==> config.mk <==
export PLATFORM = sky130hd
export DESIGN_NAME = lab3a_bcd_entry_flat
export DESIGN_NICKNAME = d
export VERILOG_FILES = /design/src/rtl/lab3a_pkg.sv /design/src/rtl/lab3a_bcd_entry_if.sv /design/src/rtl/lab3a_debounce.sv /design/src/rtl/lab3a_bcd_entry.sv /design/src/flat_wrapper.sv
export SDC_FILE = /design/constraint.sdc
export NUM_CORES = 1
export LEC_CHECK = 0
export CAP_MARGIN = 20
export CORE_ASPECT_RATIO = 0.75
export CORE_MARGIN = 2
export CORE_UTILIZATION = 48
export DETAILED_ROUTE_END_ITERATION = 6
export HOLD_SLACK_MARGIN = 0.05
export PLACE_DENSITY = 0.75
export SLEW_MARGIN = 15
export SYNTH_ARGS = -nofsm -noshare
export SYNTH_HDL_FRONTEND = slang
export SYNTH_SLANG_ARGS = --single-unit
==> constraint.sdc <==
create_clock -name clk -period 2.16 [get_ports clk]
set_clock_uncertainty 0.2 [all_clocks]
set_input_delay 0.324 -clock clk [delete_from_list [all_inputs] [get_ports clk]]
set_output_delay 0.324 -clock clk [all_outputs]
set_load 0.01 [all_outputs]
==> src/rtl/lab3a_pkg.sv <==
// lab3a_pkg: shared state type, BCD limit and default debounce length for the entry sequencer
package lab3a_pkg;
   typedef enum logic [1:0] {GET_A, GET_B, SHOW} entry_state_t;
   localparam logic [3:0] BCD_MAX = 4'd9;
   localparam int DEBOUNCE_DEFAULT = 500000;
   function automatic logic [2:0] state_onehot(entry_state_t s);
      return 3'b001 << s;
   endfunction
endpackage

==> src/rtl/lab3a_bcd_entry_if.sv <==
// lab3a_bcd_entry_if: switch/key inputs and registered operand outputs of the entry sequencer
interface lab3a_bcd_entry_if;
   logic [3:0] sw;
   logic       sw_cin;
   logic       key_n;
   logic [3:0] a;
   logic [3:0] b;
   logic       cin;
   logic       valid;
   logic       err;
   logic [2:0] state_led;
   modport master (output sw, sw_cin, key_n, input a, b, cin, valid, err, state_led);
   modport slave (input sw, sw_cin, key_n, output a, b, cin, valid, err, state_led);
endinterface

==> src/rtl/lab3a_debounce.sv <==
// lab3a_debounce: synchronizes a raw active-low key, debounces it and pulses press on each debounced fall
module lab3a_debounce
   import lab3a_pkg::*;
#(
   parameter int DEBOUNCE_CYCLES = DEBOUNCE_DEFAULT
) (
   input  logic clk,
   input  logic reset_n,
   input  logic key_n,
   output logic db_level,
   output logic press
);
   localparam int CW = $clog2(DEBOUNCE_CYCLES + 1);
   logic [1:0]    sync;
   logic [CW-1:0] cnt;
   // press is registered alongside db_level so it is high exactly in the cycle db_level reads 0
   always_ff @(posedge clk or negedge reset_n)
      if (!reset_n) begin
         sync     <= 2'b11;
         cnt      <= '0;
         db_level <= 1'b1;
         press    <= 1'b0;
      end else begin
         sync  <= {sync[0], key_n};
         press <= 1'b0;
         if (sync[1] == db_level) cnt <= '0;
         else if (cnt == CW'(DEBOUNCE_CYCLES - 1)) begin
            cnt      <= '0;
            db_level <= sync[1];
            press    <= ~sync[1];
         end else cnt <= cnt + 1'b1;
      end
endmodule

==> src/rtl/lab3a_bcd_entry.sv <==
// lab3a_bcd_entry: walks the user through BCD digit A, then B plus carry-in, and holds the operands for the adder
module lab3a_bcd_entry
   import lab3a_pkg::*;
#(
   parameter int DEBOUNCE_CYCLES = DEBOUNCE_DEFAULT
) (
   input logic clk,
   input logic reset_n,
   lab3a_bcd_entry_if.slave io
);
   logic         db_level;
   logic         press;
   logic         take;
   logic         ok;
   entry_state_t st;
   lab3a_debounce #(.DEBOUNCE_CYCLES(DEBOUNCE_CYCLES)) u_db (
      .clk(clk), .reset_n(reset_n), .key_n(io.key_n), .db_level(db_level), .press(press)
   );
   assign take = press & ~db_level;
   assign ok   = io.sw <= BCD_MAX;
   always_ff @(posedge clk or negedge reset_n)
      if (!reset_n) begin
         st           <= GET_A;
         io.a         <= '0;
         io.b         <= '0;
         io.cin       <= 1'b0;
         io.valid     <= 1'b0;
         io.err       <= 1'b0;
         io.state_led <= state_onehot(GET_A);
      end else if (take)
         unique case (st)
            GET_A:
               if (ok) begin
                  io.a         <= io.sw;
                  io.err       <= 1'b0;
                  st           <= GET_B;
                  io.state_led <= state_onehot(GET_B);
               end else io.err <= 1'b1;
            GET_B:
               if (ok) begin
                  io.b         <= io.sw;
                  io.cin       <= io.sw_cin;
                  io.err       <= 1'b0;
                  io.valid     <= 1'b1;
                  st           <= SHOW;
                  io.state_led <= state_onehot(SHOW);
               end else io.err <= 1'b1;
            default: begin
               io.a         <= '0;
               io.b         <= '0;
               io.cin       <= 1'b0;
               io.err       <= 1'b0;
               io.valid     <= 1'b0;
               st           <= GET_A;
               io.state_led <= state_onehot(GET_A);
            end
         endcase
endmodule

==> src/flat_wrapper.sv <==
// flat-port wrapper written by rule: the top's interface ports become plain ports
module lab3a_bcd_entry_flat import lab3a_pkg::*;
#(
   parameter int DEBOUNCE_CYCLES = DEBOUNCE_DEFAULT
)
  (clk, reset_n, io_sw, io_sw_cin, io_key_n, io_a, io_b, io_cin, io_valid, io_err, io_state_led);
  lab3a_bcd_entry_if io_i ();
  input logic clk;
  input logic reset_n;
  input wire logic [$bits(io_i.sw)-1:0] io_sw;
  input wire logic [$bits(io_i.sw_cin)-1:0] io_sw_cin;
  input wire logic [$bits(io_i.key_n)-1:0] io_key_n;
  output wire logic [$bits(io_i.a)-1:0] io_a;
  output wire logic [$bits(io_i.b)-1:0] io_b;
  output wire logic [$bits(io_i.cin)-1:0] io_cin;
  output wire logic [$bits(io_i.valid)-1:0] io_valid;
  output wire logic [$bits(io_i.err)-1:0] io_err;
  output wire logic [$bits(io_i.state_led)-1:0] io_state_led;
  assign io_i.sw = io_sw;
  assign io_i.sw_cin = io_sw_cin;
  assign io_i.key_n = io_key_n;
  assign io_a = io_i.a;
  assign io_b = io_i.b;
  assign io_cin = io_i.cin;
  assign io_valid = io_i.valid;
  assign io_err = io_i.err;
  assign io_state_led = io_i.state_led;
  lab3a_bcd_entry #(.DEBOUNCE_CYCLES(DEBOUNCE_CYCLES)) u_core (.clk(clk), .reset_n(reset_n), .io(io_i));
endmodule
==> flow_metrics.tcl <==
set metrics [dict create \
    status "completed" \
    rsz0062_at_grt "no" \
    crit_type "flip-flop to flip-flop" \
    async_flop_share_pct 100 \
    h-tree-depth 2 \
    cts.sinks 37 \
    vias_per_cell 5.71 \
    dr.pass1.iters 4 \
    ys_seq_elements 37 \
    max-slew-margin-rel_pct 58.8 \
    dpl.hpwl_um 2410 \
    grt_remaining_overflow 0 \
    p_seq_share_pct 51.7 \
    root_buffer "clkbuf_8" \
    holdWs_ps 161 \
    drtAntennaViolNets 0 \
    fin_nets 189 \
    hold_violations 0 \
    report.final.slew_viol_count 0 \
    core-area_um2 3310 \
    die_x_um 72.0 \
    die_y_um 55.0 \
    setup_viol 0 \
    rows 18 \
    synth.distinct_cells 37 \
    port_buffers 21 \
    ys.warnings.count 0 \
    first_iter_violations 116 \
    synth_area_per_cell_um2 11.3 \
    cts.reportedPaths.clkPinSlew_ps 70 \
    ir_drop_mv 0.438 \
    synth_cells 147 \
    p_clk_share_pct 44.6 \
    synth.most_common_cell "dfrtp_1" \
    grt_max_degree 38 \
    tritoncts "built" \
    period_minus_slack_ps 2070 \
    routabilityCongestion 0.809 \
    num_io_pins 22 \
    critPathLaunchType "flip-flop" \
    area_growth_pct 25.6 \
    n_antenna_cell 0 \
    hp-class "flip-flop to flip-flop" \
    grt_pass1_wl_um 5750 \
    drive_gt1_share_pct 16.6 \
    arrival_ps 2080 \
    power_leakage_nw 0.870 \
    n_fill_cell 263 \
    synth_common_cells "dfrtp_1 (33), nor2_1 (19), xnor2_1 (11), a22o_1 (10)" \
    clock_latency_ps 280 \
    cts_inserted_buffers 5 \
    cp-end-kind "flip-flop" \
    grt_usage_pct 19.8 \
    power_per_cell_area_nw_per_um2 654 \
    grt_pass1_vias 1197 \
    drc 0 \
    synth_top_area_cell "dfrtp_1" \
    cts_buffer_depth 2 \
    synth-main-ff-cell "dfrtp_1" \
    worst_pin_slew_ps 611 \
    start_util_pct 50.3 \
    antenna_found_initial 0 \
    crit_required_ps 2170 \
    max_freq_mhz 484 \
    synth_nets 156 \
    seq_area_frac_synth_pct 55.9 \
    die_area_um2 3960 \
    netlist_area_um2 1660 \
    power_frac_comb_pct 3.7 \
    tns_ps 0 \
    path_max_fanout 4 \
    switchingPower_mw 0.269 \
    p_sw_share_pct 19.7 \
    wire_per_inst_um 15.2 \
    post-cts-setup-buffer-count 0 \
    synth_edf_count 0 \
    vias 1262 \
    p_int_mw 1.10 \
    wl_um 3360 \
    synth_top_area_share_pct 49.6 \
    fin_crit_sh_pct 95.7 \
    cap_violations 0 \
    synth_area_leaders "dfrtp_1 (50%), dfstp_2 (6.3%), xnor2_1 (5.8%), a22o_1 (5.3%), nor2_1 (4.3%)" \
]
power groups by stage:
stage | Clock [mW] | Combinational, mW | Sequential, mW
2_1_floorplan | 0 | 0.0167 | 0.719
3_3_place_gp | 0 | 0.0487 | 0.719
3_5_place_dp | 0 | 0.0514 | 0.720
4_1_cts | 0.626 | 0.0517 | 0.707
5_1_grt | 0.661 | 0.0564 | 0.708
6_report | 0.610 | 0.0503 | 0.707
worst paths after layout:
check                      cells past startpoint  slack, ps                start                   end
max in group asynchronous                      2       1150              reset_n   u_core.u_db.sync[1]
max                                            4         90  u_core.u_db.cnt[11]  u_core.u_db.db_level
max reg2reg                                    4         90  u_core.u_db.cnt[11]  u_core.u_db.db_level
min reg2reg                                    0        160  u_core.u_db.sync[0]   u_core.u_db.sync[1]
min                                            0        160  u_core.u_db.sync[0]   u_core.u_db.sync[1]
min in group asynchronous                      2        260              reset_n   u_core.u_db.cnt[11]
through the flow:
step	instances	total power [mW]	setup slack [ps]	instance area [um2]	util (%)
2_1_floorplan	147	0.736	152	1660	-
3_3_place_gp	213	0.768	116	1960	59.3
3_5_place_dp	213	0.771	44.2	1960	59.3
4_1_cts	221	1.38	85.1	2080	62.8
5_1_grt	221	1.43	0.439	2090	63.2
6_report	221	1.37	93.5	2090	63.2
final cells by class:
| type | instances | area, um2 | area share, % |
|---|---|---|---|
| flip-flops and latches | 37 | 931 | 44.5 |
| multi-input cells | 103 | 712 | 34.1 |
| repair buffers | 28 | 263 | 12.6 |
| clock buffers | 7 | 86.3 | 4.13 |
| well taps | 40 | 50.0 | 2.39 |
| clock inverters | 1 | 30.0 | 1.44 |
| inverters | 5 | 18.8 | 0.898 |
placed cells by master (no fill, tap or decap), types with 2 or more instances in the layout:
master	netlist	routed
or3_1	2	2
clkbuf_8	0	6
nor4_1	3	3
buf_4	1	7
o41ai_1	2	2
nor3_1	5	4
dfstp_2	4	4
nand3_1	5	5
xor2_1	2	2
dfrtp_1	33	33
or4b_1	2	2
a21o_1	2	2
nor2_1	19	18
nand4_2	2	2
inv_1	5	5
a21oi_1	7	7
o21ai_0	5	5
nand2_1	7	7
xnor2_1	11	11
a22o_1	10	10
nand4_1	2	2
clkdlybuf4s50_1	0	21
flip-flops by register name, indices dropped and copies added (netlist names):
signal                count
u_core.io.a               4
u_core.io.b               4
u_core.io.cin             1
u_core.io.err             1
u_core.io.state_led       1
u_core.io.valid           1
u_core.st                 2
u_core.u_db.cnt          19
u_core.u_db.db_level      1
u_core.u_db.press         1
u_core.u_db.sync          2
what timing repair did:
item,CTS,global route
setup endpoints to repair,0,7
gates resized for setup,0,3
hold buffers,0,0
critical path, stage by stage (launching register included):
cell	delay, ps
dfrtp_1	430
nor4_2	290
nand4_2	180
or4_4	590
mux2_4	310
per-layer routing:
metal,GRT usage [%],part of all wire (%)
met5,0,0
met4,6.60,0.57
met3,4.89,4.5
met2,29.5,45
met1,28.5,49
cell families after synthesis:
group,count (synthesis),synth area share [%]
fa+ha+maj,1,0.752
buf+inv,7,1.88
mux,1,0.902
flops,37,55.9
xor+xnor,13,6.84
compound gates,29,13.4
simple gates,59,20.3
(Power assumes the default switching activity.)
==> patch: new RTL, same flow settings <==
The package constant `BCD_MAX` goes from 4'd9 to 4'd4.
--- a/src/rtl/lab3a_pkg.sv
+++ b/src/rtl/lab3a_pkg.sv
@@ -1,7 +1,7 @@
 // lab3a_pkg: shared state type, BCD limit and default debounce length for the entry sequencer
 package lab3a_pkg;
    typedef enum logic [1:0] {GET_A, GET_B, SHOW} entry_state_t;
-   localparam logic [3:0] BCD_MAX = 4'd9;
+   localparam logic [3:0] BCD_MAX = 4'd4;
    localparam int DEBOUNCE_DEFAULT = 500000;
    function automatic logic [2:0] state_onehot(entry_state_t s);
       return 3'b001 << s;
Behaviour: no difference found for any inputs over 10 cycles, from zero or initial values and one cycle with reset_n low; that may be too few to reach the edited logic, so the function may still have changed.
==> patch against the unedited design <==
  * Final cell count rose by 0.45%
  * First-iteration DRC count shrank 36%
  * Die area shrank 0.98%
  * Synthesized area fell by 1.1%
  * Wire length is 1.3% higher
  * Total power hardly changed
  * Setup slack lost 5.6 ps
  * Final area is the same
  * Sequential cell count is the same
==> patch: results (changes against the unedited design) <==
Parameter                              Value

Placement
  Post-Place Worst Slack ... -20.6 ps (-64.8 ps)
  I/O Buffers ... 21 (unchanged)
  Routability-driven placement congestion ratio ... 0.852 (+5.3%)
  Detailed placement HPWL ... 2460 um (+2.1%)

Cells and area
  Biggest registers after layout ... u_core.u_db.cnt: 19 flops, u_core.io.a: 4 flops, u_core.io.b: 4 flops
  Post-layout nets ... 190 (+0.53%)
  Number of inserted diodes ... 0 (unchanged)
  Fraction of final layout cells sized beyond drive strength 1 ... 15.9% (-0.64 points)

Critical path
  Worst stage delay on the critical path ... 590 ps (about the same)
  Arrival @ worst endpoint ... 2090 ps
  Cell with the largest stage delay on the worst path ... or4_4
  Biggest fanout along the worst timing path ... 4 (unchanged)

Clocking
  Number of buffers created by CTS ... 5 (unchanged)
  Maximum count of clock buffers along a single path ... 2 (unchanged)
  Clock latency at the later pin of the worst-skew pair ... 290 ps
  Clock tree root buffer cell ... clkbuf_8
  Clock transition at path regs ... 70 ps (about the same)
  Number of H-tree branching levels ... 2 (unchanged)

STA
  Worst max-slew margin expressed relative to the limit ... 66.1% (+7.2 points)

Detailed routing
  Via total after detailed routing ... 1216 (-3.6%)
  Number of optimization iterations in the first detailed-route pass ... 4 (unchanged)
  Total Routed Length ... 3410 um (+1.3%)
  Number of DRC markers after the initial detailed-route iteration ... 74 (-36%)

Yosys
  Number of different library cells in the post-synthesis netlist ... 36 (-2.7%)
  Number of synthesis warnings ... 0 (unchanged)
  Leading cell types by total area after synthesis ... dfrtp_1, dfstp_2, xnor2_1
  Sequential share of the synthesized area ... 56.5% (+0.60 points)
  Fraction of synthesis flops using an asynchronous set or reset pin ... 100% (unchanged)
  Total nets after synthesis ... 154 (-1.3%)
  Most numerous cell types in the synthesized netlist ... dfrtp_1, nor2_1, xnor2_1

Pwr
  Static Leak ... 0.877 nW (+0.79%)
  Worst VDD drop ... 0.543 mV (+24%)

Min path
  Worst min path class ... reg -> reg

Run status
  Result of the run ... finished, final reports clean

GRT
  Maximum number of pins on one net before global-route repair ... 38 (unchanged)
  Initial antenna violation count ... 0 (unchanged)
  Global-route wire length before repair ... 5500 um (-4.3%)
  Gr usage total ... 19.1% (-0.71 points)
  Via count of the first global-routing pass ... 1133 (-5.3%)
-- patch: worst max-delay path: cells and delay by family, from the launching register on --
family	cells	cell delay, ps
flip-flops	1	430
multiplexers	1	310
AND/OR/NAND/NOR	3	1060
-- patch: logic make-up (layout without fill, tap and decap cells) --
group	count (synthesis)	in the layout	synth area share, %
muxes	1	1	0.912
xor gates and xnor gates	14	14	7.45
and+or+nand+nor	63	63	21.7
adders and majority gates	1	1	0.760
buffers and inverters	5	42	1.37
AOI/OAI and AO/OA	24	24	11.2
DFF	37	37	56.5
-- patch: repair_timing --
| item | 4_1_cts | 5_1_grt |
|---|---|---|
| buffers inserted | 0 | 1 |
| endpoints found under the setup margin | 0 | 2 |
| gates resized for setup | 0 | 2 |
-- patch: cell type report --
type	instances	area [sq um]
Fill cell	269	1200
Clock inverter	1	30.0
Timing Repair Buffer	30	278
Inverter	4	15.0
Multi-Input combinational cell	103	701
Tap cell	40	50.0
Clock buffer	7	86.3
Sequential cell	37	931
-- patch: power by group --
group / internal, W / leakage, nW / switching (W)
Sequential: 0.000701 / 0.490 / 0.00000640
Clock: 0.000376 / 0.0585 / 0.000233
Combinational: 0.0000226 / 0.329 / 0.0000283
Total: 0.00110 / 0.877 / 0.000268
-- patch: metal layers --
metal  vias to the layer above  GRT usage, %  part of all wire, %
li1                        592             -                    -
met1                       595          26.7                   48
met2                        22          29.0                   47
met3                         7          4.97                  4.0
met4                         0          6.60                  1.4
met5                         -             0                    0
-- patch: per-stage QoR --
stage               instances  cell area [sq um]  TNS (ps)  hold WS (ps)
floorplan                 145               1650         0          -172
global placement          213               1960         0           146
detailed placement        213               1960     -49.2           150
CTS                       221               2080         0           160
global route              222               2090         0           170
finish                    222               2090         0           159
-- patch: path summary, 6_finish.rpt --
check,to,slack (ps),cells after the start,startpoint
setup reg to reg,u_core.u_db.db_level$_DFFE_PN1P_,90,4,u_core.u_db.cnt[11]$_DFF_PN0_
hold reg to reg,u_core.u_db.sync[1]$_DFF_PN1_,160,0,u_core.u_db.sync[0]$_DFF_PN1_
max in group asynchronous,u_core.u_db.db_level$_DFFE_PN1P_,1160,2,reset_n
hold / removal,u_core.u_db.sync[1]$_DFF_PN1_,160,0,u_core.u_db.sync[0]$_DFF_PN1_
setup / recovery,u_core.u_db.db_level$_DFFE_PN1P_,90,4,u_core.u_db.cnt[11]$_DFF_PN0_
min in group asynchronous,u_core.u_db.cnt[10]$_DFF_PN0_,250,2,reset_n
